### src/rtl/ddr_pkg.sv
// Shared widths, output FIFO depth and packer state encoding for the
// DDR nibble receive path.
package ddr_pkg;
  localparam int NIB_W       = 4;
  localparam int BYTE_W      = 8;
  localparam int OFIFO_DEPTH = 2;

  typedef enum logic {
    IDLE = 1'b0,
    FILL = 1'b1
  } pk_state_e;
endpackage

### src/rtl/word_fifo2.sv
// Two-entry word FIFO with a registered head; dout never sees din combinationally.
// Handshake: a push is taken only while not full or with a same-edge pop; a pop
// while empty is ignored.
module word_fifo2
  import ddr_pkg::*;
#(
  parameter int W = 16
) (
  input  logic         clk,
  input  logic         rst_n,
  input  logic         push,
  input  logic         pop,
  input  logic [W-1:0] din,
  output logic [W-1:0] dout,
  output logic [1:0]   level,
  output logic         full
);
  logic [W-1:0] head_q, head_d;
  logic [W-1:0] tail_q, tail_d;
  logic [1:0]   level_q, level_d;
  logic         do_push, do_pop;

  assign full  = (level_q == 2'(OFIFO_DEPTH));
  assign level = level_q;
  assign dout  = head_q;

  always_comb begin
    head_d  = head_q;
    tail_d  = tail_q;
    level_d = level_q;
    do_pop  = pop && (level_q != 2'd0);
    do_push = push && (!full || do_pop);
    case ({do_push, do_pop})
      2'b10: begin
        if (level_q == 2'd0) head_d = din;
        else                 tail_d = din;
        level_d = level_q + 2'd1;
      end
      2'b01: begin
        head_d  = tail_q;
        level_d = level_q - 2'd1;
      end
      2'b11: begin
        // Level is unchanged; with two entries the tail moves up to head.
        if (level_q == 2'd1) begin
          head_d = din;
        end else begin
          head_d = tail_q;
          tail_d = din;
        end
      end
      default: ;
    endcase
  end

  always_ff @(posedge clk or negedge rst_n) begin
    if (!rst_n) begin
      head_q  <= '0;
      tail_q  <= '0;
      level_q <= 2'd0;
    end else begin
      head_q  <= head_d;
      tail_q  <= tail_d;
      level_q <= level_d;
    end
  end
endmodule

### src/rtl/ddr_nibble_packer.sv
// Joins DDR nibble pairs into bytes, packs WORD_BYTES bytes little-endian into
// a word and queues words in a 2-entry FIFO behind a valid/ready output.
module ddr_nibble_packer
  import ddr_pkg::*;
#(
  parameter int WORD_BYTES = 2
) (
  input  logic                         clk,
  input  logic                         rst,
  input  logic [NIB_W-1:0]             din_lo,
  input  logic [NIB_W-1:0]             din_hi,
  input  logic                         din_valid,
  input  logic                         sof,
  output logic [BYTE_W*WORD_BYTES-1:0] dout,
  output logic                         out_valid,
  input  logic                         out_ready,
  output logic [1:0]                   level,
  output logic                         overflow,
  input  logic                         clr_ovf,
  output logic                         state_dbg
);
  localparam int WW = BYTE_W * WORD_BYTES;
  localparam int BW = (WORD_BYTES > 1) ? $clog2(WORD_BYTES) : 1;

  pk_state_e         state_q, state_d;
  logic [BW-1:0]     bidx_q, bidx_d, idx;
  logic [WW-1:0]     asm_q, asm_d;
  logic              ovf_q, ovf_d;
  logic [BYTE_W-1:0] byte_in;
  logic              word_done, push, pop, full;

  assign byte_in   = {din_hi, din_lo};
  assign out_valid = (level != 2'd0);
  assign overflow  = ovf_q;
  assign state_dbg = (state_q == FILL);
  assign pop       = out_valid && out_ready;
  assign push      = word_done && (!full || pop);

  always_comb begin
    asm_d     = asm_q;
    bidx_d    = bidx_q;
    state_d   = state_q;
    word_done = 1'b0;
    // sof realigns the incoming byte to slot 0 and drops any partial word.
    idx       = sof ? '0 : bidx_q;
    if (din_valid) begin
      if (sof) asm_d = '0;
      for (int k = 0; k < WORD_BYTES; k++) begin
        if (BW'(k) == idx) asm_d[BYTE_W*k +: BYTE_W] = byte_in;
      end
      word_done = (idx == BW'(WORD_BYTES - 1));
      bidx_d    = word_done ? '0 : idx + BW'(1);
      state_d   = word_done ? IDLE : FILL;
    end
  end

  always_comb begin
    ovf_d = ovf_q;
    if (clr_ovf) ovf_d = 1'b0;
    if (word_done && full && !pop) ovf_d = 1'b1;
  end

  always_ff @(posedge clk or negedge rst) begin
    if (!rst) begin
      state_q <= IDLE;
      bidx_q  <= '0;
      asm_q   <= '0;
      ovf_q   <= 1'b0;
    end else begin
      state_q <= state_d;
      bidx_q  <= bidx_d;
      asm_q   <= asm_d;
      ovf_q   <= ovf_d;
    end
  end

  // The completed word includes the byte landing this edge, so push asm_d.
  word_fifo2 #(.W(WW)) u_fifo (
    .clk   (clk),
    .rst_n (rst),
    .push  (push),
    .pop   (pop),
    .din   (asm_d),
    .dout  (dout),
    .level (level),
    .full  (full)
  );
endmodule

### config.mk
export PLATFORM = sky130hd
export DESIGN_NAME = ddr_nibble_packer
export DESIGN_NICKNAME = d
export VERILOG_FILES = /design/src/rtl/ddr_pkg.sv /design/src/rtl/word_fifo2.sv /design/src/rtl/ddr_nibble_packer.sv
export SDC_FILE = /design/constraint.sdc
export NUM_CORES = 1
export LEC_CHECK = 0
export BUFFER_PORTS_ARGS = -buffer_cell sky130_fd_sc_hd__clkbuf_2
export CAP_MARGIN = 20
export CORE_MARGIN = 1
export CORE_UTILIZATION = 40
export CTS_CLUSTER_SIZE = 8
export DETAILED_ROUTE_END_ITERATION = 6
export MAX_ROUTING_LAYER = met4
export PLACE_DENSITY_LB_ADDON = 0.15
export SYNTH_ARGS = -nofsm -noshare
export SYNTH_HDL_FRONTEND = slang
export SYNTH_SLANG_ARGS = --single-unit
### constraint.sdc
create_clock -name clk -period 5 [get_ports clk]
set_clock_uncertainty 0.15 [all_clocks]
set_input_delay 0.75 -clock clk [delete_from_list [all_inputs] [get_ports clk]]
set_output_delay 0.75 -clock clk [all_outputs]
set_load 0.02 [all_outputs]
-- Yosys cells after proc, flatten, opt, wreduce, memory -nomap -nowiden
Index checks and enable logic that the tools add are counted.
- register bits after elaboration: 53
- input bits: 14
- output and inout bits: 21
- word-level logic and storage cells: 53
- add/subtract/negate cells: 3
- equality and inequality tests: 8
- muxes and demuxes: 17
- reductions and logical operators: 18
- operators with widths (cell ; count):
    2-to-1 mux 16 bit ; 6
    one-hot mux 16 bit (3 select lines) ; 1
    one-hot mux 16 bit (2 select lines) ; 1
    2-to-1 mux 8 bit ; 2
    nonzero test 2 bit ; 4
    equality test 2 bit, second input constant ; 3
    logical AND 1 bit ; 6
    2-to-1 mux 1 bit ; 6
    equality test 2 x 1 -> 1 bit, second input constant ; 2
    inequality test 2 bit, second input constant ; 2
    one-hot mux 2 bit (2 select lines) ; 1
    AND reduction 3 bit ; 1
    nonzero test 3 bit ; 1
    adder 2 x 1 -> 2 bit, second input constant ; 1
    zero test 1 bit ; 2
    zero test 2 bit ; 1
    logical OR 1 bit ; 2
    inequality test 2 x 1 -> 1 bit, second input constant ; 1
    AND reduction 2 bit ; 1
    subtractor 2 x 1 -> 2 bit, second input constant ; 1
    adder 1 bit, second input constant ; 1

-- Longest topological paths before layout
Gate-level depths: netlist of run 1.
- depth after elaboration: 8
- gate-level depth with buffers: 7
- depth with buffers taken out: 6

-- Hierarchy
A second synthesis of run 1 with hierarchy kept.
- cells, all modules: 212
- area, all modules: 2438.6 µm²
- by module, submodules not included (module ; times used ; cells each ; area each (µm²) ; sequential area each (µm²)):
    word_fifo2 ; 1 ; 148 ; 1680.4 ; 850.8
    ddr_nibble_packer ; 1 ; 64 ; 758.2 ; 450.4

-- Least setup slack after synthesis of run 1
Ideal clock, no wire load.
- path type: input -> register
- start: in din_valid
- end: reg u_fifo.head_q[8], in the netlist u_fifo.dout[8]
- library setup time: 0.121 ns
- data arrival time: 1.741 ns
- required time: 4.729 ns
- path slack: 2.988 ns
- cell stages on the path: 6
- buffers on the path: 2
- cell sequence: buf_2 -> buf_2 -> and2_0 -> a221oi_1 -> and2_2 -> o21ai_1
- cells in the longest elaborated chain, start to end: 6
- elaborated cells between the ends (all ways): 13
- those cells by class: 4 x eq/ne; 5 x mux; 4 x reduce/logical
- RTL lines (item ; RTL line ; RTL):
    start: declaration ; ddr_nibble_packer.sv:12 ; input logic din_valid,
    2-to-1 mux 1 bit ; ddr_nibble_packer.sv:46 ; if (din_valid) begin
    logical AND 1 bit ; ddr_nibble_packer.sv:37 ; assign push = word_done && (!full || pop);
    logical AND 1 bit ; word_fifo2.sv:32 ; do_push = push && (!full || do_pop);
    equality test 2 bit / equality test 2 x 1 -> 1 bit (equally long branches) ; word_fifo2.sv:33 ; case ({do_push, do_pop})
    inequality test 2 x 1 -> 1 bit (no source line) / nonzero test 3 bit (equally long branches) ; n/a ;
    AND reduction 2 bit (no source line) ; n/a ;
    end signal: assignment ; word_fifo2.sv:58 ; head_q <= '0;
    end signal: assignment ; word_fifo2.sv:62 ; head_q <= head_d;
    end: declaration ; word_fifo2.sv:18 ; logic [W-1:0] head_q, head_d;
Parallel ways exist; a longest one is shown, timed or not. The select of a mux whose other input is x is not followed.
A chain may end at the register's enable or synchronous reset.

-- Worst setup path in the final report of run 1
Same ends and word-level chain as after synthesis.

==> impl_metrics.csv, run 1 <==
group,metric,value,unit
status,outcome,"finished, final reports clean",
global_routing,antenna_found_initial,0,
die,dieArea,0.00635,mm^2
worst_hold_path,hold_class,"flop to flop",
clock_tree,cts.path.max_buffers,2,
logic_synthesis,ys_ff_latch,52,
routing,routedWlPerCell,14.6,um
timing,fmax,408,MHz
layout,n_fill_cell,557,
die,core_area,0.00568,mm^2
routing,num_vias,1742,
placement,hpwlAfterDp,3.28,mm
global_routing,grt_max_degree,53,
clock_tree,cts_tree,"yes",
critical_path,crit_buf_inv,1,
placement,io_buffers,34,
clock_tree,cts.sinks,52,
global_routing,overflow,0,
critical_path,end_kind,"flop",
power_and_ir_drop,swShare,37.9,%
global_routing,track_usage,17.9,%
power_and_ir_drop,p_leak,1.33,nW
critical_path,crit_family,"compound AO/OA/AOI/OAI gates",
timing,tightest_slew,0.833,ns
die,initial_core_util,42.5,%
timing,relSlewSlack,44.5,%
clock_tree,htreeDepth,2,
logic_synthesis,ys_types,35,
routing,routed_wl,4.91,mm
clock_tree,cts_setup_buffers,0,
timing,post-route-min-period,2.45,ns
logic_synthesis,async_flop_share,100,%
power_and_ir_drop,p_comb_share,36.6,%
timing,slew_violations,0,
critical_path,cp_slowest_cell,"o21ai_2",
critical_path,worst_setup_path_start_kind,"input pin",
die,rows,27,
clock_tree,post_cts_resized,0,
power_and_ir_drop,power.density,519,mW/mm^2
timing,post-route-period-util,49.1,%
timing,setup_viol,0,
critical_path,cp.arrival,2.51,ns
logic_synthesis,synth_edf_count,0,
critical_path,critPathRequiredTime,5.05,ns
routing,firstDrtPassIters,4,
logic_synthesis,synth_warnings,0,
die,io_pins,35,
logic_synthesis,syn_avg_cell_area,10.4,um^2
routing,vias_per_cell,5.17,
layout,final_area,0.00272,mm^2
die,fp.dieW,79.7,um
logic_synthesis,synth_area,0.00241,mm^2
clock_tree,cts_buffers,5,
global_routing,grt_pass1_wl,8.29,mm
routing,ant_nets,0,
critical_path,slowest_delay,0.73,ns
global_routing,grt_pass1_vias,1678,
timing,rsz0062_at_grt,"no",
critical_path,crit_type,"input pin to flop",
critical_path,path_max_fanout,29,
clock_tree,cts_hold_buf,0,
layout,syn_to_final_growth,12.6,%
routing,first_iter_violations,55,
power_and_ir_drop,p_sw,0.536,mW
layout,register_area,0.00130,mm^2
power_and_ir_drop,seqPwrFrac,45.6,%
placement,placedInstanceArea,0.00263,mm^2
clock_tree,clkTransAtPathRegs,0.10,ns
logic_synthesis,ys_seq_area_share,53.9,%
logic_synthesis,yosys_most_used_dff,"dfrtp_1",
layout,layout-drive-gt1-share,21.5,%
placement,place.gp.congestion,0.841,
die,die_h,79.7,um
power_and_ir_drop,pwr-share-clk,17.8,%
layout,multi_input_area,0.00100,mm^2
clock_tree,root_buffer,"clkbuf_8",
clock_tree,clk_latency,0.31,ns
timing,fin_tns_setup,0,ns
critical_path,path_cells,"clkbuf_2 -> nand3b_2 -> o21ai_2 -> and2_2 -> o21ai_1",
timing,hold_violations,0,
run,cap_violations,0,
logic_synthesis,synth_fp_nets,250,
power_and_ir_drop,ir_drop,0.000200,V
power_and_ir_drop,p_int,0.877,mW
logic_synthesis,syn_inst,233,
routing,drc_errors,0,
layout,n_antenna_cell,0,
layout,nets,281,
cells in the mapped netlist (6+ instances only):
cell type | instances | area share (%)
and3_1 | 8 | 2.1
nand2_1 | 27 | 4.2
a21o_1 | 8 | 2.5
mux2_2 | 8 | 3.7
inv_1 | 14 | 2.2
and2_1 | 8 | 2.1
clkbuf_1 | 6 | 0.93
a211oi_1 | 9 | 2.8
o21ai_1 | 10 | 2.1
dfrtp_1 | 52 | 54
a221oi_1 | 8 | 2.9
o21ai_0 | 32 | 6.6
and2_0 | 7 | 1.8
nor2b_1 | 8 | 2.1
flip-flops by register name (all words and copies together) (netlist names):
name and count:
asm_q 16, u_fifo.dout 16, u_fifo.tail_q 16, u_fifo.level 2, overflow 1, state_dbg 1
cells by family after synthesis:
| kind of cell | count (synthesis) | share of synthesized area [%] |
|---|---|---|
| fa+ha+maj | 3 | 1.55 |
| mux | 9 | 4.15 |
| compound gates | 75 | 19.8 |
| flops | 52 | 53.9 |
| xor+xnor | 1 | 0.363 |
| buf+inv | 25 | 4.51 |
| simple gates | 68 | 15.8 |
cell usage in the layout (no fill, tap or decap), drive strengths merged:
cell      instances
a211oi            9
a21o              8
a21oi             1
a221oi            8
a31oi             2
and2             16
and2b             2
and3              8
buf               1
clkbuf           41
clkinvlp          1
dfrtp            52
ha                3
inv              14
mux2              8
mux2i             1
nand2            27
nand2b            3
nand3b            1
nand4             1
nor2              1
nor2b             8
nor3              1
o21a              2
o21ai            44
o22ai             1
xnor2             1
metrics by stage:
step	cells	hold slack [ns]	total power [mW]	setup WS (ns)	util, %
after global routing	337	0.370	1.52	2.28	47.9
final	337	0.333	1.41	2.55	47.9
after detailed placement	329	0.316	1.18	2.19	46.3
after CTS	337	0.337	1.43	2.53	47.9
after global placement	329	0.307	1.17	2.26	46.3
after floorplan	233	0.294	1.02	2.99	-
area by class of cell:
type / count / area share (%)
Tap cell: 72 / 3.31
Inverter: 14 / 1.93
Multi-Input combinational cell: 156 / 36.9
Sequential cell: 52 / 47.8
Clock inverter: 1 / 0.276
Clock buffer: 7 / 3.17
Timing Repair Buffer: 35 / 6.53
final timing paths:
check | start | endpoint | slack (ns) | depth (start not counted)
max reg2reg | u_fifo.level[1] | u_fifo.dout[8] | 2.95 | 6
min | u_fifo.tail_q[9] | u_fifo.tail_q[9] | 0.33 | 2
min reg2reg | u_fifo.tail_q[9] | u_fifo.tail_q[9] | 0.33 | 2
max in group asynchronous | rst | u_fifo.dout[9] | 3.86 | 2
max | din_valid | u_fifo.dout[8] | 2.55 | 5
min in group asynchronous | rst | u_fifo.tail_q[5] | 0.40 | 2
routing by layer:
metal | part of all wire, % | routed length (um) | GRT usage, % | vias to the layer above
li1 | - | - | - | 873
met1 | 51 | 2490 | 23.8 | 830
met2 | 44 | 2170 | 27.1 | 32
met3 | 3.3 | 162 | 3.43 | 7
met4 | 1.8 | 87 | 7.09 | 0
met5 | 0 | 0 | - | -
worst min-delay path, stage by stage (launching register included):
cell     delay (ns)
dfrtp_1        0.34
nand2_1        0.04
o21ai_0        0.06
power groups by stage:
stage                     clock, mW  sequential, mW  combinational (mW)
final                         0.252           0.644               0.516
after global routing          0.272           0.666               0.584
after floorplan                   0           0.727               0.294
after detailed placement          0           0.657               0.525
after global placement            0           0.650               0.516
after CTS                     0.260           0.647               0.526
Power figures use the tool's default switching activity.
==> run 2, diff against run 1 <==
==> constraint.sdc (replaced) <==
create_clock -name clk -period 2.1 [get_ports clk]
set_clock_uncertainty 0.15 [all_clocks]
set_input_delay 0.315 -clock clk [delete_from_list [all_inputs] [get_ports clk]]
set_output_delay 0.315 -clock clk [all_outputs]
set_load 0.02 [all_outputs]
==> run 2 against run 1 <==
  * Combinational power up 150%
  * Clock power rose by 110%
  * Count of clock-buffer cells in the layout down 1
  * Die area unchanged
  * First-iteration DRC count increased by 49%
  * Global-route usage increased by 0.20 points
  * Power up 140%
  * Critical endpoint is now u_fifo.tail_q[9]
  * Highest routed layer unchanged
==> impl_metrics.csv, run 2 (synthesis gave the netlist of run 1 again) <==
group,metric,value,unit
power_and_ir_drop,power.density,1190,mW/mm^2
layout,syn_to_final_growth,16.0,%
critical_path,path_cells,"inv_1 -> ha_1 -> mux2i_1 -> nand4_4 -> buf_4 -> nand2_1 -> o21ai_0",
status,outcome,"finished, final reports clean",
global_routing,antenna_found_initial,0,
worst_hold_path,min_from,"clr_ovf",
clock_tree,root_buffer,"clkbuf_8",
global_routing,grt_pass1_wl,8.47,mm
clock_tree,clkTransAtPathRegs,0.09,ns
die,fp.dieW,79.7,um
die,initial_core_util,42.5,%
die,core_area,0.00568,mm^2
routing,num_vias,1781,
die,dieArea,0.00635,mm^2
critical_path,worst_setup_path_start_kind,"flop",
clock_tree,cts_setup_buffers,0,
power_and_ir_drop,power.total,3.34,mW
clock_tree,cts.sinks,52,
timing,slew_violations,0,
power_and_ir_drop,p_leak,1.38,nW
placement,hpwlAfterDp,3.48,mm
critical_path,end_kind,"flop",
global_routing,grt_max_degree,29,
global_routing,overflow,0,
die,die_h,79.7,um
layout,n_fill_cell,537,
critical_path,slowest_delay,0.42,ns
timing,tightest_slew,0.565,ns
critical_path,r2r-end,"u_fifo.tail_q[9]",
global_routing,track_usage,18.1,%
clock_tree,cts_tree,"yes",
timing,fin_tns_setup,0,ns
layout,multi_input_area,0.00101,mm^2
critical_path,r2r_slack,0.17,ns
worst_hold_path,hold_path_depth,2,
global_routing,grt_pass1_vias,1765,
timing,fmax,519,MHz
routing,routed_wl,4.92,mm
worst_hold_path,hold_class,"input pin to flop",
power_and_ir_drop,ir_drop,0.000492,V
timing,hold_violations,0,
routing,first_iter_violations,82,
routing,firstDrtPassIters,4,
placement,place.gp.congestion,0.802,
timing,post-route-period-util,91.7,%
routing,vias_per_cell,5.15,
critical_path,reg2reg_depth,7,
critical_path,cp_slowest_cell,"dfrtp_1",
timing,setup_viol,0,
routing,ant_nets,0,
critical_path,path_max_fanout,16,
layout,nets,291,
critical_path,cp.arrival,1.94,ns
timing,relSlewSlack,62.3,%
layout,final_cell_mix,"dfrtp_1, clkbuf_2, o21ai_0, nand2_1, inv_1",
placement,io_buffers,34,
routing,drc_errors,0,
clock_tree,clk_latency,0.30,ns
die,rows,27,
clock_tree,cts.path.max_buffers,2,
clock_tree,cts_buffers,5,
critical_path,crit_type,"flop to flop",
worst_hold_path,min_to,"overflow",
critical_path,critPathRequiredTime,2.12,ns
clock_tree,htreeDepth,2,
layout,n_antenna_cell,0,
timing,rsz0062_at_grt,"no",
run,cap_violations,0,
layout,register_area,0.00130,mm^2
routing,routedWlPerCell,14.2,um
die,io_pins,35,
timing,post-route-min-period,1.93,ns
critical_path,r2r_start,"u_fifo.level[0]",
layout,final_common_cell,"dfrtp_1",
layout,layout-drive-gt1-share,23.7,%
[run 2: cell types whose count changed in the layout (fill, tap and decap cells not counted)]
cell           previous run  this run
buf_4                     1         9
clkbuf_8                  6         5
clkinv_2                  0         1
clkinvlp_4                1         0
buf_12                    0         1
o21ai_4                   1         2
o21ai_2                   1         0
dlygate4sd3_1             0         1
[run 2: stage by stage]
stage,cells,utilization [%],setup WS [ns],hold slack [ns],cell area (um^2)
after floorplan,233,-,0.208,-0.131,2410
after global placement,338,47.7,0.0917,0.178,2710
after detailed placement,338,47.7,0.0409,0.182,2710
after CTS,346,49.2,0.0298,0.0411,2790
after global routing,346,49.4,0.00174,0.0391,2800
final,346,49.4,0.175,0.0511,2800
[run 2: power by group]
part,switching (mW),total (mW),internal [mW]
Clock,0.311,0.538,0.227
Combinational,0.777,1.28,0.499
Sequential,0.175,1.53,1.35
Total,1.26,3.34,2.08
[run 2: area by class of cell]
class	instances	area share (%)
clock buffers	6	2.59
clock inverters	1	0.179
repair buffers	45	9.56
inverters	14	1.88
multi-input cells	156	36.1
well taps	72	3.22
flip-flops and latches	52	46.4
[run 2: worst max-delay path, delay by kind of cell, from the launching register on]
family	cells	cell delay, ns
buf+inv	2	0.34
fa+ha+maj	1	0.24
mux	1	0.25
simple gates	2	0.31
compound gates	1	0.07
flops	1	0.42
[run 2: how the worst max path moves through the flow]
stage	from	end	slack, ns	cells past startpoint
finish	u_fifo.level[0]	u_fifo.tail_q[9]	0.17	7
global placement	u_fifo.level[1]	u_fifo.dout[12]	0.09	6
floorplan	u_fifo.level[0]	u_fifo.tail_q[4]	0.21	6
CTS	u_fifo.level[1]	u_fifo.dout[12]	0.03	6
global route	u_fifo.level[0]	u_fifo.dout[4]	0.002	6
detailed placement	u_fifo.level[1]	u_fifo.dout[12]	0.04	6
[run 2: per-layer routing]
metal | up-vias | part of all wire, % | global-route usage, %
met5 | - | 0 | -
met1 | 844 | 50 | 24.6
met3 | 6 | 3.4 | 4.00
met4 | 0 | 1.2 | 5.27
li1 | 892 | - | -
met2 | 39 | 45 | 27.3
[run 2: what timing repair did]
item / CTS / global route
endpoints found under the hold margin: 19 / 0
setup endpoints to repair: 0 / 16
hold buffers: 1 / 0
gates resized for setup: 0 / 1
==> run 3, diff against run 2 <==
--- a/config.mk
+++ b/config.mk
@@ -6,7 +6,8 @@
 export NUM_CORES = 1
 export LEC_CHECK = 0
 export BUFFER_PORTS_ARGS = -buffer_cell sky130_fd_sc_hd__clkbuf_2
-export CAP_MARGIN = 20
+export CAP_MARGIN = 10
+export CORE_ASPECT_RATIO = 0.75
 export CORE_MARGIN = 1
 export CORE_UTILIZATION = 40
 export CTS_CLUSTER_SIZE = 8
==> run 3 against run 2 <==
  * Power is 1.8% higher
  * Critical path depth shrank 1
  * Highest routed layer unchanged
  * Largest power group unchanged
  * Hold slack got worse by 0.0065 ns
  * Critical endpoint is now u_fifo.dout[7]
==> impl_metrics.csv, run 3 (synthesis gave the netlist of run 1 again) <==
group,metric,value,unit
timing,tightest_slew,0.515,ns
status,outcome,"finished, final reports clean",
worst_hold_path,min_to,"overflow",
die,initial_core_util,41.5,%
critical_path,critPathRequiredTime,2.14,ns
routing,ant_nets,0,
timing,hold_violations,0,
worst_hold_path,min_from,"clr_ovf",
die,fp.dieW,91.7,um
critical_path,r2r_start,"u_fifo.level[0]",
routing,vias_per_cell,5.01,
routing,routed_wl,4.87,mm
clock_tree,clkTransAtPathRegs,0.10,ns
timing,post-route-min-period,1.88,ns
die,rows,24,
placement,hpwlAfterDp,3.34,mm
global_routing,grt_pass1_vias,1733,
clock_tree,cts_tree,"yes",
timing,slew_violations,0,
layout,n_antenna_cell,0,
critical_path,cp.arrival,1.92,ns
routing,num_vias,1764,
timing,setup_ws,0.220,ns
die,dieArea,0.00636,mm^2
die,core_area,0.00583,mm^2
global_routing,grt_max_degree,53,
clock_tree,cts.sinks,52,
layout,layout-drive-gt1-share,24.1,%
power_and_ir_drop,p_leak,1.39,nW
die,io_pins,35,
timing,fin_tns_setup,0,ns
critical_path,worst_setup_path_start_kind,"flop",
clock_tree,cts_buffers,5,
run,cap_violations,0,
timing,fmax,532,MHz
routing,firstDrtPassIters,4,
routing,routedWlPerCell,13.8,um
layout,final_common_cell,"dfrtp_1",
power_and_ir_drop,power.density,1210,mW/mm^2
layout,final_core_util,48.5,%
die,die_h,69.3,um
clock_tree,root_buffer,"clkbuf_8",
timing,setup_viol,0,
power_and_ir_drop,ir_drop,0.000499,V
critical_path,end_kind,"flop",
layout,nets,290,
placement,io_buffers,34,
placement,dp_cells,343,
layout,final_cells,352,
worst_hold_path,hold_path_depth,2,
layout,final_cell_mix,"dfrtp_1, clkbuf_2, o21ai_0, nand2_1, inv_1",
layout,n_fill_cell,601,
global_routing,overflow,0,
critical_path,r2r_slack,0.22,ns
clock_tree,cts.path.max_buffers,2,
global_routing,track_usage,17.6,%
global_routing,antenna_found_initial,0,
timing,relSlewSlack,65.5,%
global_routing,grt_pass1_wl,8.45,mm
timing,whs,0.0446,ns
placement,place.gp.congestion,0.717,
critical_path,r2r-end,"u_fifo.dout[7]",
placement,preCtsSetupSlack,0.0646,ns
routing,drc_errors,0,
critical_path,path_max_fanout,24,
clock_tree,clk_latency,0.30,ns
critical_path,reg2reg_depth,6,
routing,first_iter_violations,93,
layout,syn_to_final_growth,16.9,%
clock_tree,htreeDepth,2,
clock_tree,cts_setup_buffers,0,
timing,rsz0062_at_grt,"no",
timing,post-route-period-util,89.5,%
worst_hold_path,hold_class,"input pin to flop",
critical_path,crit_type,"flop to flop",
## run 3: changes by cell type in the layout (fill, tap and decap cells not counted)
cell	change
clkbuf_1	-1
clkinv_4	+1
buf_12	+1
buf_4	-2
clkinv_2	+1
## run 3: worst max path at each step
stage / startpoint / to / cells after the start
2_1_floorplan: u_fifo.level[0] / u_fifo.tail_q[4] / 6
6_report: u_fifo.level[0] / u_fifo.dout[7] / 6
5_1_grt: u_fifo.level[0] / u_fifo.dout[10] / 6
4_1_cts: u_fifo.level[1] / u_fifo.dout[1] / 6
3_5_place_dp: u_fifo.level[1] / u_fifo.dout[7] / 6
3_3_place_gp: u_fifo.level[1] / u_fifo.dout[7] / 6
## run 3: final cells by class
type | instances | area, um^2 | area share [%]
sequential | 52 | 1300 | 46.1
timing repair buffer | 44 | 273 | 9.66
clock buffer | 5 | 68.8 | 2.44
clock inverter | 3 | 18.8 | 0.665
inverter | 14 | 52.6 | 1.86
tap | 78 | 97.6 | 3.46
multi-input combinational | 156 | 1010 | 35.8
## run 3: what timing repair did
action,CTS,global route
hold endpoints to repair,52,0
hold buffers,1,0
resized for setup,0,1
endpoints found under the setup margin,0,16
## run 3: power by group
part	switching, mW	internal, mW	leakage [nW]	total [mW]
clock network	0.339	0.233	0.0479	0.572
logic	0.780	0.516	0.686	1.30
registers	0.181	1.35	0.656	1.54
## run 3: layer usage
layer | routed length [um] | share of wire [%] | global-route usage, % | vias to the layer above
met3 | 189 | 3.9 | 3.51 | 4
met4 | 44 | 0.90 | 5.21 | 0
met5 | 0 | 0 | - | -
met2 | 2100 | 43 | 25.2 | 32
met1 | 2530 | 52 | 25.4 | 836
li1 | - | - | - | 892
## run 3: metrics by stage
stage | power [mW] | instance area, um^2
after detailed placement | 2.87 | 2720
after global routing | 3.68 | 2820
after floorplan | 2.43 | 2410
after CTS | 3.44 | 2820
final | 3.40 | 2820
after global placement | 2.84 | 2720
## run 3: worst max-delay path, stage by stage, from the launching register on
cell and delay (ns):
dfrtp_1 0.42, inv_1 0.09, ha_1 0.24, and2b_1 0.34, o21ai_4 0.20, o21ai_0 0.22
o21ai_1 0.09
